--- src/rtl/dmem_arb_pkg.sv ---
// ============================================================================
// Module   : dmem_arb_pkg
// Purpose  : Shared types and constants for the data-memory port arbiter.
// Revision : 1.0 - initial release
// ============================================================================
`default_nettype none

package dmem_arb_pkg;

    typedef enum logic [0:0] {
        IDLE = 1'b0,
        BUSY = 1'b1
    } arb_state_t;

    localparam int WORD_STEP    = 4;
    localparam int DEF_LEN_W    = 4;
    localparam int DEF_MAX_WAIT = 3;

endpackage

`default_nettype wire

--- src/rtl/dmem_arbiter_if.sv ---
// ============================================================================
// Module   : dmem_arbiter_if
// Purpose  : CPU, DMA and pipe_mem buses of the data-memory arbiter.
// Revision : 1.0 - initial release
// ============================================================================
`default_nettype none

interface dmem_arbiter_if
    import dmem_arb_pkg::*;
#(
    parameter int ADDR_W = 32,
    parameter int DATA_W = 32,
    parameter int LEN_W  = DEF_LEN_W
);
    logic              cpu_req;
    logic              cpu_we;
    logic              cpu_w;
    logic              cpu_h;
    logic              cpu_b;
    logic              cpu_z;
    logic [ADDR_W-1:0] cpu_addr;
    logic [DATA_W-1:0] cpu_wdata;
    logic [DATA_W-1:0] cpu_rdata;
    logic              cpu_ack;
    logic              cpu_stall;
    logic              cpu_aerr;

    logic              dma_req;
    logic              dma_we;
    logic [ADDR_W-1:0] dma_addr;
    logic [LEN_W-1:0]  dma_len;
    logic [DATA_W-1:0] dma_wdata;
    logic [DATA_W-1:0] dma_rdata;
    logic              dma_accept;
    logic              dma_err;
    logic              dma_beat;
    logic              dma_done;
    logic              dma_busy;

    logic              mem_w;
    logic              mem_h;
    logic              mem_b;
    logic              mem_z;
    logic              mem_ena;
    logic              mem_wena;
    logic [ADDR_W-1:0] mem_addr;
    logic [DATA_W-1:0] mem_wdata;
    logic [DATA_W-1:0] mem_rdata;
    logic              mem_aerr;

    // Arbiter side: masters pipe_mem, answers both requesters.
    modport master (
        input  cpu_req, cpu_we, cpu_w, cpu_h, cpu_b, cpu_z, cpu_addr, cpu_wdata,
        output cpu_rdata, cpu_ack, cpu_stall, cpu_aerr,
        input  dma_req, dma_we, dma_addr, dma_len, dma_wdata,
        output dma_rdata, dma_accept, dma_err, dma_beat, dma_done, dma_busy,
        output mem_w, mem_h, mem_b, mem_z, mem_ena, mem_wena, mem_addr, mem_wdata,
        input  mem_rdata, mem_aerr
    );

    modport slave (
        output cpu_req, cpu_we, cpu_w, cpu_h, cpu_b, cpu_z, cpu_addr, cpu_wdata,
        input  cpu_rdata, cpu_ack, cpu_stall, cpu_aerr,
        output dma_req, dma_we, dma_addr, dma_len, dma_wdata,
        input  dma_rdata, dma_accept, dma_err, dma_beat, dma_done, dma_busy,
        input  mem_w, mem_h, mem_b, mem_z, mem_ena, mem_wena, mem_addr, mem_wdata,
        output mem_rdata, mem_aerr
    );

endinterface

`default_nettype wire

--- src/rtl/dmem_burst_ctr.sv ---
// ============================================================================
// Module   : dmem_burst_ctr
// Purpose  : DMA burst address register and remaining-beat down-counter.
// Revision : 1.0 - initial release
// ============================================================================
`default_nettype none

module dmem_burst_ctr
    import dmem_arb_pkg::*;
#(
    parameter int ADDR_W = 32,
    parameter int LEN_W  = DEF_LEN_W
) (
    input  wire logic              clk,
    input  wire logic              rst,
    input  wire logic              i_load,
    input  wire logic              i_step,
    input  wire logic [ADDR_W-1:0] i_load_addr,
    input  wire logic [LEN_W-1:0]  i_load_len,
    output logic      [ADDR_W-1:0] o_addr,
    output logic                   o_last
);

    logic [ADDR_W-1:0] r_addr;
    logic [LEN_W-1:0]  r_remain;

    // Address wraps naturally modulo 2^ADDR_W.
    always_ff @(posedge clk or posedge rst) begin
        if (rst) begin
            r_addr   <= '0;
            r_remain <= '0;
        end else if (i_load) begin
            r_addr   <= i_load_addr;
            r_remain <= i_load_len;
        end else if (i_step) begin
            r_addr <= r_addr + ADDR_W'(WORD_STEP);
            if (r_remain != '0) begin
                r_remain <= r_remain - LEN_W'(1);
            end
        end
    end

    assign o_addr = r_addr;
    assign o_last = (r_remain == '0);

endmodule

`default_nettype wire

--- src/rtl/dmem_arbiter.sv ---
// ============================================================================
// Module   : dmem_arbiter
// Purpose  : Shares pipe_mem between the MEM stage (priority) and a DMA burst
//            engine, with a starvation limit. Define DMEM_ARB_STATS_EN to add
//            saturating stall/beat statistics counters.
// Revision : 1.0 - initial release
// ============================================================================
`default_nettype none

module dmem_arbiter
    import dmem_arb_pkg::*;
#(
    parameter int ADDR_W   = 32,
    parameter int DATA_W   = 32,
    parameter int LEN_W    = DEF_LEN_W,
    parameter int MAX_WAIT = DEF_MAX_WAIT
) (
    input  wire logic        clk,
    input  wire logic        rst,
    dmem_arbiter_if.master   bus,
    output logic [15:0]      stat_stall_cyc,
    output logic [15:0]      stat_dma_beats
);

    localparam int                WAIT_W     = (MAX_WAIT < 2) ? 1 : $clog2(MAX_WAIT + 1);
    localparam logic [WAIT_W-1:0] C_MAX_WAIT = WAIT_W'(MAX_WAIT);

    arb_state_t        r_state;
    arb_state_t        w_state_nxt;
    logic [WAIT_W-1:0] r_wait_cnt;
    logic [WAIT_W-1:0] w_wait_nxt;
    logic              r_dir;
    logic              w_dir_nxt;

    logic              w_busy;
    logic              w_aligned;
    logic              w_cpu_grant;
    logic              w_beat;
    logic              w_accept;
    logic              w_reject;
    logic              w_ctr_load;
    logic              w_ctr_step;
    logic              w_last;
    logic [ADDR_W-1:0] w_burst_addr;

    // CPU wins unless a pending DMA beat has already waited MAX_WAIT grants.
    assign w_busy      = (r_state == BUSY);
    assign w_aligned   = (bus.dma_addr[1:0] == 2'b00);
    assign w_cpu_grant = bus.cpu_req & (~w_busy | (r_wait_cnt < C_MAX_WAIT));
    assign w_beat      = w_busy & ~w_cpu_grant;
    assign w_accept    = ~w_busy & bus.dma_req & w_aligned;
    assign w_reject    = ~w_busy & bus.dma_req & ~w_aligned;

    dmem_burst_ctr #(
        .ADDR_W (ADDR_W),
        .LEN_W  (LEN_W)
    ) u_burst_ctr (
        .clk         (clk),
        .rst         (rst),
        .i_load      (w_ctr_load),
        .i_step      (w_ctr_step),
        .i_load_addr (bus.dma_addr),
        .i_load_len  (bus.dma_len),
        .o_addr      (w_burst_addr),
        .o_last      (w_last)
    );

    always_ff @(posedge clk or posedge rst) begin
        if (rst) begin
            r_state    <= IDLE;
            r_wait_cnt <= '0;
            r_dir      <= 1'b0;
        end else begin
            r_state    <= w_state_nxt;
            r_wait_cnt <= w_wait_nxt;
            r_dir      <= w_dir_nxt;
        end
    end

    always_comb begin
        w_state_nxt    = r_state;
        w_wait_nxt     = r_wait_cnt;
        w_dir_nxt      = r_dir;
        w_ctr_load     = 1'b0;
        w_ctr_step     = 1'b0;
        bus.cpu_rdata  = '0;
        bus.cpu_ack    = 1'b0;
        bus.cpu_stall  = 1'b0;
        bus.cpu_aerr   = 1'b0;
        bus.dma_rdata  = '0;
        bus.dma_accept = 1'b0;
        bus.dma_err    = 1'b0;
        bus.dma_beat   = 1'b0;
        bus.dma_done   = 1'b0;
        bus.dma_busy   = 1'b0;
        bus.mem_w      = 1'b0;
        bus.mem_h      = 1'b0;
        bus.mem_b      = 1'b0;
        bus.mem_z      = 1'b0;
        bus.mem_ena    = 1'b0;
        bus.mem_wena   = 1'b0;
        bus.mem_addr   = '0;
        bus.mem_wdata  = '0;

        case (r_state)
            IDLE: begin
                if (w_accept) begin
                    w_state_nxt = BUSY;
                    w_ctr_load  = 1'b1;
                    w_wait_nxt  = '0;
                    w_dir_nxt   = bus.dma_we;
                end
            end
            BUSY: begin
                if (w_cpu_grant) begin
                    w_wait_nxt = r_wait_cnt + WAIT_W'(1);
                end else begin
                    w_ctr_step = 1'b1;
                    w_wait_nxt = '0;
                    if (w_last) begin
                        w_state_nxt = IDLE;
                    end
                end
            end
            default: w_state_nxt = IDLE;
        endcase

        // Every output is held low while reset is asserted.
        if (!rst) begin
            bus.cpu_ack    = w_cpu_grant;
            bus.cpu_stall  = bus.cpu_req & ~w_cpu_grant;
            bus.cpu_rdata  = w_cpu_grant ? bus.mem_rdata : '0;
            bus.cpu_aerr   = bus.mem_aerr & w_cpu_grant;
            bus.dma_accept = w_accept;
            bus.dma_err    = w_reject;
            bus.dma_beat   = w_beat;
            bus.dma_done   = w_beat & w_last;
            bus.dma_busy   = w_busy;
            bus.dma_rdata  = w_beat ? bus.mem_rdata : '0;
            bus.mem_ena    = w_cpu_grant | w_beat;
            if (w_beat) begin
                bus.mem_w     = 1'b1;
                bus.mem_wena  = r_dir;
                bus.mem_addr  = w_burst_addr;
                bus.mem_wdata = bus.dma_wdata;
            end else begin
                bus.mem_w     = bus.cpu_w;
                bus.mem_h     = bus.cpu_h;
                bus.mem_b     = bus.cpu_b;
                bus.mem_z     = bus.cpu_z;
                bus.mem_wena  = bus.cpu_we & w_cpu_grant;
                bus.mem_addr  = bus.cpu_addr;
                bus.mem_wdata = bus.cpu_wdata;
            end
        end
    end

`ifdef DMEM_ARB_STATS_EN
    logic        w_stall;
    logic [15:0] r_stat_stall;
    logic [15:0] r_stat_beats;

    assign w_stall = bus.cpu_req & ~w_cpu_grant;

    always_ff @(posedge clk or posedge rst) begin
        if (rst) begin
            r_stat_stall <= '0;
            r_stat_beats <= '0;
        end else begin
            if (w_stall && (r_stat_stall != 16'hFFFF)) begin
                r_stat_stall <= r_stat_stall + 16'd1;
            end
            if (w_beat && (r_stat_beats != 16'hFFFF)) begin
                r_stat_beats <= r_stat_beats + 16'd1;
            end
        end
    end

    assign stat_stall_cyc = r_stat_stall;
    assign stat_dma_beats = r_stat_beats;
`else
    assign stat_stall_cyc = 16'h0000;
    assign stat_dma_beats = 16'h0000;
`endif

endmodule

`default_nettype wire

--- src/flat_wrapper.sv ---
// flat-port wrapper written by rule: the top's interface ports become plain ports
module dmem_arbiter_flat import dmem_arb_pkg::*;
#(
    parameter int ADDR_W   = 32,
    parameter int DATA_W   = 32,
    parameter int LEN_W    = DEF_LEN_W,
    parameter int MAX_WAIT = DEF_MAX_WAIT
)
  (clk, rst, stat_stall_cyc, stat_dma_beats, bus_cpu_req, bus_cpu_we, bus_cpu_w, bus_cpu_h, bus_cpu_b, bus_cpu_z, bus_cpu_addr, bus_cpu_wdata, bus_cpu_rdata, bus_cpu_ack, bus_cpu_stall, bus_cpu_aerr, bus_dma_req, bus_dma_we, bus_dma_addr, bus_dma_len, bus_dma_wdata, bus_dma_rdata, bus_dma_accept, bus_dma_err, bus_dma_beat, bus_dma_done, bus_dma_busy, bus_mem_w, bus_mem_h, bus_mem_b, bus_mem_z, bus_mem_ena, bus_mem_wena, bus_mem_addr, bus_mem_wdata, bus_mem_rdata, bus_mem_aerr);
  dmem_arbiter_if #(.ADDR_W(ADDR_W), .DATA_W(DATA_W), .LEN_W(LEN_W)) bus_i ();
  input  wire logic clk;
  input  wire logic rst;
  output logic [15:0] stat_stall_cyc;
  output logic [15:0] stat_dma_beats;
  input wire logic [$bits(bus_i.cpu_req)-1:0] bus_cpu_req;
  input wire logic [$bits(bus_i.cpu_we)-1:0] bus_cpu_we;
  input wire logic [$bits(bus_i.cpu_w)-1:0] bus_cpu_w;
  input wire logic [$bits(bus_i.cpu_h)-1:0] bus_cpu_h;
  input wire logic [$bits(bus_i.cpu_b)-1:0] bus_cpu_b;
  input wire logic [$bits(bus_i.cpu_z)-1:0] bus_cpu_z;
  input wire logic [$bits(bus_i.cpu_addr)-1:0] bus_cpu_addr;
  input wire logic [$bits(bus_i.cpu_wdata)-1:0] bus_cpu_wdata;
  output wire logic [$bits(bus_i.cpu_rdata)-1:0] bus_cpu_rdata;
  output wire logic [$bits(bus_i.cpu_ack)-1:0] bus_cpu_ack;
  output wire logic [$bits(bus_i.cpu_stall)-1:0] bus_cpu_stall;
  output wire logic [$bits(bus_i.cpu_aerr)-1:0] bus_cpu_aerr;
  input wire logic [$bits(bus_i.dma_req)-1:0] bus_dma_req;
  input wire logic [$bits(bus_i.dma_we)-1:0] bus_dma_we;
  input wire logic [$bits(bus_i.dma_addr)-1:0] bus_dma_addr;
  input wire logic [$bits(bus_i.dma_len)-1:0] bus_dma_len;
  input wire logic [$bits(bus_i.dma_wdata)-1:0] bus_dma_wdata;
  output wire logic [$bits(bus_i.dma_rdata)-1:0] bus_dma_rdata;
  output wire logic [$bits(bus_i.dma_accept)-1:0] bus_dma_accept;
  output wire logic [$bits(bus_i.dma_err)-1:0] bus_dma_err;
  output wire logic [$bits(bus_i.dma_beat)-1:0] bus_dma_beat;
  output wire logic [$bits(bus_i.dma_done)-1:0] bus_dma_done;
  output wire logic [$bits(bus_i.dma_busy)-1:0] bus_dma_busy;
  output wire logic [$bits(bus_i.mem_w)-1:0] bus_mem_w;
  output wire logic [$bits(bus_i.mem_h)-1:0] bus_mem_h;
  output wire logic [$bits(bus_i.mem_b)-1:0] bus_mem_b;
  output wire logic [$bits(bus_i.mem_z)-1:0] bus_mem_z;
  output wire logic [$bits(bus_i.mem_ena)-1:0] bus_mem_ena;
  output wire logic [$bits(bus_i.mem_wena)-1:0] bus_mem_wena;
  output wire logic [$bits(bus_i.mem_addr)-1:0] bus_mem_addr;
  output wire logic [$bits(bus_i.mem_wdata)-1:0] bus_mem_wdata;
  input wire logic [$bits(bus_i.mem_rdata)-1:0] bus_mem_rdata;
  input wire logic [$bits(bus_i.mem_aerr)-1:0] bus_mem_aerr;
  assign bus_i.cpu_req = bus_cpu_req;
  assign bus_i.cpu_we = bus_cpu_we;
  assign bus_i.cpu_w = bus_cpu_w;
  assign bus_i.cpu_h = bus_cpu_h;
  assign bus_i.cpu_b = bus_cpu_b;
  assign bus_i.cpu_z = bus_cpu_z;
  assign bus_i.cpu_addr = bus_cpu_addr;
  assign bus_i.cpu_wdata = bus_cpu_wdata;
  assign bus_cpu_rdata = bus_i.cpu_rdata;
  assign bus_cpu_ack = bus_i.cpu_ack;
  assign bus_cpu_stall = bus_i.cpu_stall;
  assign bus_cpu_aerr = bus_i.cpu_aerr;
  assign bus_i.dma_req = bus_dma_req;
  assign bus_i.dma_we = bus_dma_we;
  assign bus_i.dma_addr = bus_dma_addr;
  assign bus_i.dma_len = bus_dma_len;
  assign bus_i.dma_wdata = bus_dma_wdata;
  assign bus_dma_rdata = bus_i.dma_rdata;
  assign bus_dma_accept = bus_i.dma_accept;
  assign bus_dma_err = bus_i.dma_err;
  assign bus_dma_beat = bus_i.dma_beat;
  assign bus_dma_done = bus_i.dma_done;
  assign bus_dma_busy = bus_i.dma_busy;
  assign bus_mem_w = bus_i.mem_w;
  assign bus_mem_h = bus_i.mem_h;
  assign bus_mem_b = bus_i.mem_b;
  assign bus_mem_z = bus_i.mem_z;
  assign bus_mem_ena = bus_i.mem_ena;
  assign bus_mem_wena = bus_i.mem_wena;
  assign bus_mem_addr = bus_i.mem_addr;
  assign bus_mem_wdata = bus_i.mem_wdata;
  assign bus_i.mem_rdata = bus_mem_rdata;
  assign bus_i.mem_aerr = bus_mem_aerr;
  dmem_arbiter #(.ADDR_W(ADDR_W), .DATA_W(DATA_W), .LEN_W(LEN_W), .MAX_WAIT(MAX_WAIT)) u_core (.clk(clk), .rst(rst), .bus(bus_i), .stat_stall_cyc(stat_stall_cyc), .stat_dma_beats(stat_dma_beats));
endmodule
--- config.mk ---
export PLATFORM = sky130hd
export DESIGN_NAME = dmem_arbiter_flat
export DESIGN_NICKNAME = d
export VERILOG_FILES = /design/src/rtl/dmem_arb_pkg.sv /design/src/rtl/dmem_arbiter_if.sv /design/src/rtl/dmem_burst_ctr.sv /design/src/rtl/dmem_arbiter.sv /design/src/flat_wrapper.sv
export SDC_FILE = /design/constraint.sdc
export NUM_CORES = 1
export LEC_CHECK = 0
export CORE_AREA = 4 4 135 137
export CTS_CLUSTER_DIAMETER = 80
export CTS_CLUSTER_SIZE = 40
export DETAILED_ROUTE_END_ITERATION = 16
export DIE_AREA = 0 0 139 141
export SYNTH_ARGS = -nofsm -noshare
export SYNTH_HDL_FRONTEND = slang
export SYNTH_SLANG_ARGS = --single-unit
--- constraint.sdc ---
create_clock -name clk -period 3.4 [get_ports clk]
set_clock_uncertainty 0.2 [all_clocks]
set_input_delay 0.34 -clock clk [delete_from_list [all_inputs] [get_ports clk]]
set_output_delay 0.34 -clock clk [all_outputs]
set_load 0.05 [all_outputs]
---- After elaboration in Yosys (flattened, before gate mapping) ----
Index checks and enable logic that the tools add are counted.
word-level totals
  flip-flop bits (word level) ............. 40
  bits of input ports ..................... 175
  output and inout port bits .............. 174
  word-level logic and storage cells ...... 73
operators by class
  add/sub/neg operators ................... 3
  $lt $le $gt $ge ......................... 1
  eq/ne operators ......................... 1
  mux-type cells .......................... 42
  bitwise operators ....................... 14
  reductions and logical operators ........ 7
operator list
  kind                     count
  $mux W32                 10
  $add A32 B3 Y32 const B  1
  $mux W1                  25
  $mux W4                  3
  $and A1 B1 Y1            9
  $logic_not A4 Y1         1
  $mux W2                  2
  $pmux W2 S2              1
  $reduce_and A2 Y1        2
  $reduce_bool A2 Y1       2
  $reduce_bool A4 Y1       1
  $sub A4 B1 Y4 const B    1
  $not A1 Y1               3
  $add A2 B1 Y2 const B    1
  $logic_not A2 Y1         1
  $lt A2 B2 Y1 const B     1
  $ne A2 B1 Y1 const B     1
  $or A1 B1 Y1             2
  $pmux W1 S2              1

---- Longest topological paths before layout ----
  depth after elaboration ................. 7
  gate-level depth with buffers ........... 8
  gate-level depth less buffers ........... 7

---- By module ----
From an unflattened synthesis, not the netlist that was laid out.
unflattened totals
  cell total of the unflattened synthesis .. 599
  area, all modules ....................... 4568.1 µm²
by module, submodules not included
  module          times used  cells an instance  area an instance (µm²)
  dmem_arbiter    1           372                2469.9
  dmem_burst_ctr  1           227                2098.3

---- Least setup slack after synthesis ----
OpenSTA, ideal clock, no wires.
  kind .................................... reg2out
  start ................................... register u_core.r_wait_cnt[0]
  end ..................................... output bus_mem_addr[29]
  arrival time ............................ 2.436 ns
  required time ........................... 2.860 ns
  slack ................................... 0.424 ns
  cell stages (with the launch flop) ...... 9
  buffers on the path ..................... 3
  cell sequence ........................... dfrtp_1 ha_1 nor2b_1 clkbuf_1 nor2_1 clkbuf_1 buf_1 nand2_1 a21oi_1
between the ends
  cells in the longest elaborated chain, start to end .. 7
RTL lines
  what                      RTL line             RTL
  start: declaration        dmem_arbiter.sv:30   logic [WAIT_W-1:0] r_wait_cnt;
  start signal: assignment  dmem_arbiter.sv:75   r_wait_cnt <= w_wait_nxt;
  $lt A2 B2 Y1              dmem_arbiter.sv:49   assign w_cpu_grant = bus.cpu_req & (~w_busy | (r_wait_cnt < C_MAX_WAIT));
  $or A1 B1 Y1              dmem_arbiter.sv:49
  $and A1 B1 Y1             dmem_arbiter.sv:49
  $not A1 Y1                dmem_arbiter.sv:50   assign w_beat = w_busy & ~w_cpu_grant;
  $and A1 B1 Y1             dmem_arbiter.sv:50
  $mux W32                  dmem_arbiter.sv:141  if (w_beat) begin
  $mux W32                  dmem_arbiter.sv:129  if (!rst) begin
  end: declaration          flat_wrapper.sv:44   output wire logic [$bits(bus_i.mem_addr)-1:0] bus_mem_addr;
Every way passes these cells.

---- Worst setup path in the final report ----
  start ................................... register u_core.r_wait_cnt[0]
  end ..................................... output bus_cpu_rdata[3]
between the ends
  cells in the longest elaborated chain, start to end .. 5
RTL lines
  what              RTL line             RTL
  $lt A2 B2 Y1      dmem_arbiter.sv:49
  $or A1 B1 Y1      dmem_arbiter.sv:49
  $and A1 B1 Y1     dmem_arbiter.sv:49
  $mux W32          dmem_arbiter.sv:132  bus.cpu_rdata = w_cpu_grant ? bus.mem_rdata : '0;
  $mux W32          dmem_arbiter.sv:129
  end: declaration  flat_wrapper.sv:23   output wire logic [$bits(bus_i.cpu_rdata)-1:0] bus_cpu_rdata;
Every way passes these cells.

==> reports/qor.yml <==
critPathLaunchType: "flip-flop"
grt_max_degree: 61
synth_top_family_by_area: "simple AND/OR/NAND/NOR gates"
die_x_microns: 139
post-cts-setup-buffer-count: 0
cts_buffers: 5
final_area_sq_um: 7296
holdBufCountCts: 0
drt_wl_total_mm: 18.49
dp_hpwl_mm: 14.82
netlist_area_sq_um: 3900
synth_compound_area_share_pct: 16.71
setup.worst_path.start: "u_core.r_wait_cnt[0]$_DFFE_PP0P_"
cts_resized: 0
core_area_sq_um: 17060
final-seq-area_sq_um: 1001
yosysSeqAreaShare_pct: 25.67
final_common_cell: "clkdlybuf4s50_1"
postSynthCellCount: 589
status: "finished clean"
cts_tree: "built"
async_reset_ff_share_pct: 100.0
period_needed_ps: 3023
final_nets: 1062
overflow: 0
hold_slack_ps: 288.2
pre_cts_ws_ps: 355.1
utilization_pct: 42.77
synth-main-ff-cell: "dfrtp_1"
dieHeight_microns: 141
endpoint_kind: "primary output"
fmax_ghz: 0.3308
required_ps: 2860
setup_violations: 0
drive_above_1_share_pct: 18.55
ir_worst_vdd_mv: 0.2722
finalWeightedCongestion: 0.9018
clock_latency_ps: 280
synth-warning-count: 0
start_util_pct: 22.87
synth_edf_count: 0
crit_type: "reg2out"
ant_nets: 0
synthDominantCellAreaShare_pct: 25.67
diodes: 0
multi_input_area_sq_um: 2614
setup_tns_ps: 0
first_iter_violations: 208
hp-start: "u_core.u_burst_ctr.o_addr[0]$_DFFE_PP0P_"
rsz0062_at_grt: "no"
syn_to_final_growth_pct: 87.07
grt_pass1_wl_mm: 27.52
critPathArrivalTime_ps: 2480
synth_fa_ha_area_share_pct: 1.283
vias_per_cell: 4.456
avgRoutedWirePerCell_microns: 16.67
timing.final.crit_share_pct: 88.91
cts-htree-levels: 2
max-cap-violations: 0
num_io_pins: 349
p_per_area_nw_per_um2: 582.0
yosysTopAreaCell: "dfrtp_1"
drv_slew: 0
setup_ws_ps: 377.1
p_leak_nw: 3.207
netlist-cell-type-count: 49
die_area_sq_um: 19600
antenna_found_initial: 0
first_pass_iters: 4
hold_viol: 0
final_cell_mix: "clkdlybuf4s50_1, nand2_1, buf_4"
syn_area_per_cell_sq_um: 6.621
fill_cells: 1742
grt_use_total_pct: 17.36
cts-root-buf: "clkbuf_16"
synth-seq-cells: 40
placed_area_sq_um: 7132
path_max_fanout: 10
holdCritPathClass: "reg2reg"
numPortBuffers: 316
synthTopCellsByArea: "dfrtp_1, nand2_1, and2_1, a21oi_1, buf_4"
grt_pass1_vias: 4663
yosys.area_share.simple_pct: 40.30
clock_path_buffers: 2
path_clk_slew_ps: 50
worst_pin_slew_ps: 761.9
synth_xor_area_share_pct: 4.491
std_cell_rows: 48
maxSlewHeadroom_pct: 49.02
reg2reg_slack_ps: 880
r2r-start: "u_core.r_state$_DFF_PP0_"
cts.sinks: 40
vias: 4942
drc: 0
muxShareOfSynthArea_pct: 0.5133
==> final timing paths <==
path | depth (start not counted) | end
setup / recovery | 4 | bus_cpu_rdata[3]
hold / removal | 1 | u_core.u_burst_ctr.o_addr[0]$_DFFE_PP0P_
setup reg to reg | 6 | u_core.u_burst_ctr.o_addr[28]$_DFFE_PP0P_
hold reg to reg | 1 | u_core.u_burst_ctr.o_addr[0]$_DFFE_PP0P_
max in group asynchronous | 4 | u_core.u_burst_ctr.o_addr[2]$_DFFE_PP0P_
min in group asynchronous | 3 | u_core.r_dir$_DFFE_PP0P_
==> worst max-delay path, stage by stage, from the launching register on <==
cell	delay, ps
dfrtp_1	390
ha_1	250
a211oi_2	540
and2_1	210
clkdlybuf4s50_1	800
==> cell usage after synthesis, drive strengths merged, types with 8 or more instances <==
cell and count:
a21oi 74, and2 67, buf 41, clkbuf 32, dfrtp 40, inv 8
nand2 162, nand3 18, nand4 13, nor2 26, nor3 10, o21ai 20
xnor2 12, xor2 8
==> metrics by stage <==
| step | power, mW | cells |
|---|---|---|
| 5_1_grt | 4.540 | 1109 |
| 6_report | 4.246 | 1109 |
| 3_3_place_gp | 3.730 | 1101 |
| 4_1_cts | 4.292 | 1109 |
| 3_5_place_dp | 3.738 | 1101 |
| 2_1_floorplan | 2.734 | 620 |
==> area by class of cell <==
| type | count | area share, % |
|---|---|---|
| repair buffers | 329 | 43.94 |
| multi-input cells | 499 | 35.83 |
| flip-flops and latches | 40 | 13.72 |
| well taps | 225 | 3.859 |
| clock buffers | 6 | 1.766 |
| clock inverters | 2 | 0.4802 |
| inverters | 8 | 0.4116 |
==> logic make-up (layout without fill, tap and decap cells) <==
| group | Yosys count | in the layout |
|---|---|---|
| DFF | 40 | 40 |
| xor gates and xnor gates | 20 | 20 |
| AOI/OAI and AO/OA | 116 | 116 |
| muxes | 2 | 2 |
| adders and majority gates | 4 | 4 |
| other | 1 | 32 |
| and+or+nand+nor | 325 | 325 |
| buffers and inverters | 81 | 345 |
==> registers in the layout, indices dropped and copies added (netlist names) <==
register	flops
u_core.r_wait_cnt	2
u_core.u_burst_ctr.r_remain	4
u_core.u_burst_ctr.o_addr	32
u_core.r_state	1
u_core.r_dir	1
==> routing by layer <==
| layer | GRT usage, % | up-vias | share of wire (%) | wire length [microns] |
|---|---|---|---|---|
| met1 | 22.67 | 2215 | 43 | 7979 |
| li1 | - | 2504 | - | - |
| met4 | 4.943 | 0 | 2.1 | 384 |
| met5 | 0 | - | 0 | 0 |
| met3 | 3.765 | 24 | 6.7 | 1237 |
| met2 | 29.02 | 199 | 48 | 8886 |
==> report_power, final <==
part | switching, mW | internal (mW)
Clock | 0.188 | 0.345
Combinational | 1.72 | 1.01
Sequential | 0.300 | 0.688
(Power assumes the default switching activity.)
